$ cat config.mk
export PLATFORM = sky130hd
export DESIGN_NAME = serial_bus_arbiter
export DESIGN_NICKNAME = d
export VERILOG_FILES = /design/src/rtl/serial_bus_arbiter.sv
export SDC_FILE = /design/constraint.sdc
export NUM_CORES = 1
export LEC_CHECK = 0
export CAP_MARGIN = 20
export CORE_AREA = 2 2 57 59
export CTS_CLUSTER_SIZE = 30
export DETAILED_ROUTE_END_ITERATION = 10
export DIE_AREA = 0 0 59 61
export SKIP_LAST_GASP = 1
export SYNTH_ARGS = -nofsm -noshare
export SYNTH_HDL_FRONTEND = slang
export SYNTH_SLANG_ARGS = --single-unit
$ cat constraint.sdc
create_clock -name clk -period 2.3 [get_ports clk]
set_input_delay 0.345 -clock clk [delete_from_list [all_inputs] [get_ports clk]]
set_output_delay 0.345 -clock clk [all_outputs]
set_load 0.005 [all_outputs]
$ cat src/rtl/serial_bus_arbiter.sv
// serial_bus_arbiter: central arbiter for the serial bus.
// Collects per-master requests and issues a registered one-hot grant. Unused grants are
// revoked after GRANT_TIMEOUT cycles. A split master is parked and later given priority.
// Optional feature: define SERIAL_BUS_ARB_ROUND_ROBIN_EN for round-robin priority.
// Without it, fixed priority applies (lowest index wins).
module serial_bus_arbiter #(
    parameter int unsigned MASTER_NO     = 2,
    parameter int unsigned SLAVE_NO      = 5,
    parameter int unsigned GRANT_TIMEOUT = 8
) (
    input  logic                         clk,
    input  logic                         rst,
    input  logic [MASTER_NO-1:0]         bus_req,
    input  logic [MASTER_NO-1:0]         bus_util,
    input  logic [SLAVE_NO-1:0]          s_split,
    input  logic [SLAVE_NO-1:0]          s_split_resume,
    output logic [MASTER_NO-1:0]         bus_grant,
    output logic [MASTER_NO-1:0]         split_en,
    output logic [$clog2(MASTER_NO)-1:0] grant_id,
    output logic                         bus_busy,
    output logic                         split_pending
);

    localparam int unsigned MW = $clog2(MASTER_NO);
    localparam int unsigned SW = (SLAVE_NO > 1) ? $clog2(SLAVE_NO) : 1;
    localparam int unsigned CW = $clog2(GRANT_TIMEOUT);
    localparam logic [CW-1:0] CntMax = CW'(GRANT_TIMEOUT - 1);

    typedef enum logic [1:0] {StIdle, StGrant, StBusy} state_t;

    state_t         state_q;
    logic [CW-1:0]  cnt_q;
    logic [MW-1:0]  split_master_q;
    logic [SW-1:0]  split_slave_q;
    logic           resumed_q;
`ifdef SERIAL_BUS_ARB_ROUND_ROBIN_EN
    logic [MW-1:0]  rr_ptr_q;
`endif

    logic [MASTER_NO-1:0] elig;
    logic [MASTER_NO-1:0] win_oh;
    logic [MASTER_NO-1:0] own_oh;
    logic [MW-1:0]        win;
    logic [SW-1:0]        split_lo;
    logic                 any_elig;
    logic                 resume_hit;
    logic                 pend_eff;

    // Resume is evaluated ahead of a split arriving in the same cycle.
    assign resume_hit = split_pending && s_split_resume[split_slave_q];
    assign pend_eff   = split_pending && !resume_hit;
    assign win_oh     = MASTER_NO'(1) << win;
    assign own_oh     = MASTER_NO'(1) << grant_id;
    assign bus_busy   = (state_q != StIdle);

    // Eligible requests: a parked split master may not be granted.
    always_comb begin
        elig = bus_req;
        if (split_pending) begin
            elig[split_master_q] = 1'b0;
        end
    end

    // Winner selection: a resumed split master wins outright, else the priority scheme.
    always_comb begin
        win      = '0;
        any_elig = 1'b0;
        if (!split_pending && resumed_q && bus_req[split_master_q]) begin
            win      = split_master_q;
            any_elig = 1'b1;
        end else begin
`ifdef SERIAL_BUS_ARB_ROUND_ROBIN_EN
            // Descending loop so the smallest offset from the pointer wins last.
            for (int k = int'(MASTER_NO); k >= 1; k--) begin
                int idx;
                idx = (int'(rr_ptr_q) + k) % int'(MASTER_NO);
                if (elig[idx]) begin
                    win      = MW'(idx);
                    any_elig = 1'b1;
                end
            end
`else
            for (int i = int'(MASTER_NO) - 1; i >= 0; i--) begin
                if (elig[i]) begin
                    win      = MW'(i);
                    any_elig = 1'b1;
                end
            end
`endif
        end
    end

    // Lowest-index slave requesting a split.
    always_comb begin
        split_lo = '0;
        for (int j = int'(SLAVE_NO) - 1; j >= 0; j--) begin
            if (s_split[j]) begin
                split_lo = SW'(j);
            end
        end
    end

    // Arbitration FSM with registered grant, split command and split bookkeeping.
    always_ff @(posedge clk) begin
        if (rst) begin
            state_q        <= StIdle;
            bus_grant      <= '0;
            split_en       <= '0;
            grant_id       <= '0;
            cnt_q          <= '0;
            split_master_q <= '0;
            split_slave_q  <= '0;
            split_pending  <= 1'b0;
            resumed_q      <= 1'b0;
`ifdef SERIAL_BUS_ARB_ROUND_ROBIN_EN
            rr_ptr_q       <= '0;
`endif
        end else begin
            split_en <= '0;
            if (resume_hit) begin
                split_pending <= 1'b0;
                resumed_q     <= 1'b1;
            end
            unique case (state_q)
                StIdle: begin
                    if (any_elig) begin
                        state_q   <= StGrant;
                        bus_grant <= win_oh;
                        grant_id  <= win;
                        cnt_q     <= '0;
                        if (win == split_master_q) begin
                            resumed_q <= 1'b0;
                        end
`ifdef SERIAL_BUS_ARB_ROUND_ROBIN_EN
                        rr_ptr_q  <= win;
`endif
                    end else begin
                        bus_grant <= '0;
                    end
                end
                StGrant: begin
                    if (bus_util[grant_id]) begin
                        state_q <= StBusy;
                    end else if (!bus_req[grant_id]) begin
                        state_q   <= StIdle;
                        bus_grant <= '0;
                    end else if (cnt_q == CntMax) begin
                        state_q   <= StIdle;
                        bus_grant <= '0;
`ifdef SERIAL_BUS_ARB_ROUND_ROBIN_EN
                        rr_ptr_q  <= grant_id;
`endif
                    end else begin
                        cnt_q <= cnt_q + 1'b1;
                    end
                end
                StBusy: begin
                    if (!bus_util[grant_id]) begin
                        state_q   <= StIdle;
                        bus_grant <= '0;
                    end else if ((|s_split) && !pend_eff) begin
                        split_en       <= own_oh;
                        split_master_q <= grant_id;
                        split_slave_q  <= split_lo;
                        split_pending  <= 1'b1;
                        state_q        <= StIdle;
                        bus_grant      <= '0;
                    end
                end
                default: begin
                    state_q   <= StIdle;
                    bus_grant <= '0;
                end
            endcase
        end
    end

endmodule

==> summary by stage <==
Timing
The tightest slew margin relative to the limit is 0.6851. The shortest clock period the worst path allows after layout is 2.036 ns. Setup repair after global routing left no endpoint under its margin. The number of failing hold endpoints at the final stage is 0. Dividing the final minimum period by the clock period gives 0.8854. Setup violations remaining at the end of the flow were counted as 0. The tightest hold margin is 0.4787 ns. Based on the critical path, the design can be clocked at up to 0.4911 GHz. The number of pins exceeding their max-slew limit in the final report was 0.

The setup clock skew after layout is 0.003081 ns. The slew of the pin with the lowest slew margin is 0.4724 ns.

Pwr
The fraction of power spent switching nets is 0.2566. The overall power consumption is 0.5999 mW. Internal power comes to 0.4460 mW. The combinational share of power is 0.198.

Of the total power, the clock network draws 0.316. Dividing total power by cell area gives a power density of 502.1 nW/um^2. The net load switching power is 0.1539 mW. The sequential cell fraction of total power is 0.486.

Across the VDD grid, the largest voltage drop is 258.6 uV. The total leakage power is 0.4335 nW.

Clock network
CTS placed an instance of sky130_fd_sc_hd__clkbuf_4 at the clock tree root. TritonCTS built the clock tree. The clock edge transition at the registers on the reported setup and hold paths is 0.10 ns.

The number of buffers on the longest clock path is 2. The count of hold-fix buffers inserted at cts is 0. The number of clock sinks seen by CTS is 16.

In this run, post-CTS repair resized a total of 0 instances. The number of buffers created by CTS is 3. The later pin in the worst-skew pair is clocked with a latency of 0.29 ns.

CTS built an H-tree with a depth of 1. Post-CTS timing repair inserted 0 buffers for setup.

Logic synthesis
The number of nets in the synthesized netlist is 121. The most area-hungry cell type in the Yosys netlist is sky130_fd_sc_hd__dfxtp_1. The average footprint of a synthesized cell is 8.418 um^2. The count of different cell masters after synthesis is 33. The post-synthesis cell count is 103. In the post-synthesis netlist, the biggest area contributors are sky130_fd_sc_hd__dfxtp_1, sky130_fd_sc_hd__mux2i_1, sky130_fd_sc_hd__a21oi_1, sky130_fd_sc_hd__nor2_1, sky130_fd_sc_hd__o21ai_1.

The number of enable flip-flop cells after synthesis is 0. The Yosys step of the flow raised 0 warnings. For this run, the register share of the synthesized area comes to 0.3694.

After synthesis the netlist holds a flip-flop and latch count of 16. The post-synthesis instance area is 867.1 um^2. Of the post-synthesis cell area, the dominant cell type holds 0.3694. The commonest register cell after synthesis is sky130_fd_sc_hd__dfxtp_1.

The fraction of registers with async set/reset is 0.

Finish
After filler insertion, the fill cell instance count of the layout stands at 296. In the layout the commonest cells are sky130_fd_sc_hd__clkdlybuf4s50_1, sky130_fd_sc_hd__dfxtp_1, sky130_fd_sc_hd__nor2_1. Leaving out fill and tap cells, the most frequent cell in the layout is sky130_fd_sc_hd__clkdlybuf4s50_1.

The repair_antennas step left the layout with diodes totalling 0. After the last flow step, the layout net total stands at 150. The synthesis-to-finish area growth is 37.81%. The layout cell share with drive strength beyond 1 is 0.09160. The number of standard cells in the final layout excluding fillers is 164.

Placement
The HPWL after detailed placement is 1535 um. The cell count after placement is 160. The routability-driven placement congestion ratio is 0.8014.

The count of input and output buffers is 22.

Critical path
The standard cell with the maximum stage delay on the critical path is sky130_fd_sc_hd__or4_4. Counting cells, the worst reg-to-reg path comes to 5. Broken down by cell family, the worst path's largest delay share belongs to simple AND/OR/NAND/NOR gates. The worst setup path is launched from an input pin. The required time at the worst-slack endpoint is 2.49 ns. The classification of the worst setup path is in -> reg. The delay of the slowest cell on the worst path is 0.54 ns.

The worst register-to-register path ends at state_q[1]. The largest fanout of any net on the critical path is 3. The arrival time of the worst setup path is 2.23 ns. The worst register-to-register path begins at split_slave_q[1]. The critical path goes through clkdlybuf4s50_1 -> or4_4 -> or3_1 -> a21oi_1 -> a21oi_1 -> a2111oi_2.

Together, buffers and inverters on the worst path number 1. By instance count, the cell type seen most on the critical path is sky130_fd_sc_hd__a21oi_1. The endpoint type of the worst setup path is a flop.

Setup slack on the worst reg-to-reg path comes out at 0.61 ns.

Floorplan
23 I/O pins were placed. In this run the vertical extent of the chip is 61 um. The die outline area is 3599 um^2.

The number of cell rows is 20. The starting density of the core is 0.2936. In this run the standard cell core region covers 2953 um^2. From left edge to right edge, the die measures 59 um.

Drt
The met2 wire length is 927 um. The initial DRC count is 13. The count of nets left with antenna violations once routing finished came out at 0. The uppermost layer routed is met4. The wire length per cell is 11.98 um. In the routed design, unresolved DRC markers number 0.

The ratio of routed vias to standard cells is 5.171. For this block, wires on met1 add up to 935 um. The total length of routed met3 wires is 68 um.

The final route contains 848 vias. The first TritonRoute pass finished after 4 iterations. The total wire length is 1965 um.

GRT
The first global-routing pass estimated 3498 um of wire. The leftover overflow at the end of global routing is 0. The number of global-route vias before repair is 801. The combined global-route utilization of all metal layers is 0.1284. The initial antenna violation count is 0. Entering global routing, the biggest net connects 18 pins.

Outcome
The run finished with clean final reports.

Hold path
The worst hold path begins at bus_grant[1]. The worst min-delay path class is reg -> reg. The cell count of the worst hold path is 2. For hold timing, the worst endpoint is bus_grant[1].

Run
Across the run, the number of max-cap violations was 0.
==> cell type report <==
| cell class | instances | area, um^2 | area share |
|---|---|---|---|
| inverters | 5 | 18.77 | 0.01571 |
| clock buffers | 4 | 36.28 | 0.03037 |
| repair buffers | 28 | 265.3 | 0.2220 |
| multi-input cells | 78 | 513.0 | 0.4293 |
| well taps | 33 | 41.29 | 0.03455 |
| flip-flops and latches | 16 | 320.3 | 0.2681 |
==> kinds of logic (layout without fill, tap and decap cells) <==
group / after synthesis / count (layout) / synth area share
AOI/OAI and AO/OA: 35 / 35 / 0.2511
DFF: 16 / 16 / 0.3694
adders and majority gates: 2 / 2 / 0.02886
and+or+nand+nor: 32 / 32 / 0.2064
buffers and inverters: 9 / 37 / 0.03896
muxes: 9 / 9 / 0.1053
==> per-stage QoR <==
stage	area [um^2]	util	setup slack (ns)	setup TNS, ns
finish	1195	0.4047	0.2637	0
global route	1195	0.4047	0.2201	0
CTS	1195	0.4047	0.2684	0
detailed placement	1159	0.3924	-0.04333	-0.04333
global placement	1159	0.3924	0.01160	0
floorplan	867.1	-	0.4968	0
==> how the worst max path moves through the flow <==
stage	startpoint	end	slack, ns	cells after the start
CTS	s_split[0]	state_q[1]	0.27	6
global route	s_split[2]	state_q[1]	0.22	6
global placement	s_split[0]	state_q[1]	0.01	6
detailed placement	s_split[0]	state_q[1]	-0.04	6
finish	s_split[0]	state_q[1]	0.26	6
floorplan	s_split[0]	state_q[1]	0.50	5
==> synthesized netlist by cell type (3+ instances only) <==
master / instances
sky130_fd_sc_hd__a21oi_1: 10
sky130_fd_sc_hd__mux2i_1: 8
sky130_fd_sc_hd__nand2b_1: 3
sky130_fd_sc_hd__nor2b_1: 3
sky130_fd_sc_hd__a31oi_1: 3
sky130_fd_sc_hd__dfxtp_1: 16
sky130_fd_sc_hd__inv_1: 5
sky130_fd_sc_hd__o21ai_1: 8
sky130_fd_sc_hd__o21ai_0: 4
sky130_fd_sc_hd__clkbuf_1: 4
sky130_fd_sc_hd__nor2_1: 11
==> worst register-to-register path: cells and delay by family (launching register included) <==
kind | cells | cell delay [ns]
compound gates | 3 | 0.75
flops | 1 | 0.38
mux | 1 | 0.34
simple gates | 1 | 0.12
==> per-layer routing <==
metal | up-vias | GRT usage
li1 | 438 | -
met4 | 0 | 0.06818
met3 | 4 | 0.02132
met1 | 388 | 0.1656
met2 | 18 | 0.2063
met5 | - | 0
==> power groups by stage <==
stage / sequential [mW] / combinational (mW) / clock [mW]
floorplan: 0.298 / 0.0575 / 0
global placement: 0.298 / 0.117 / 0
detailed placement: 0.298 / 0.119 / 0
CTS: 0.291 / 0.119 / 0.198
global route: 0.293 / 0.131 / 0.207
finish: 0.291 / 0.119 / 0.190
==> registers in the layout (all words and copies together) (netlist names) <==
register and cells:
bus_grant 2, cnt_q 3, grant_id 1, resumed_q 1, split_en 2, split_master_q 1
split_pending 1, split_slave_q 3, state_q 2
No activity file was read; power rests on OpenSTA's default activity.
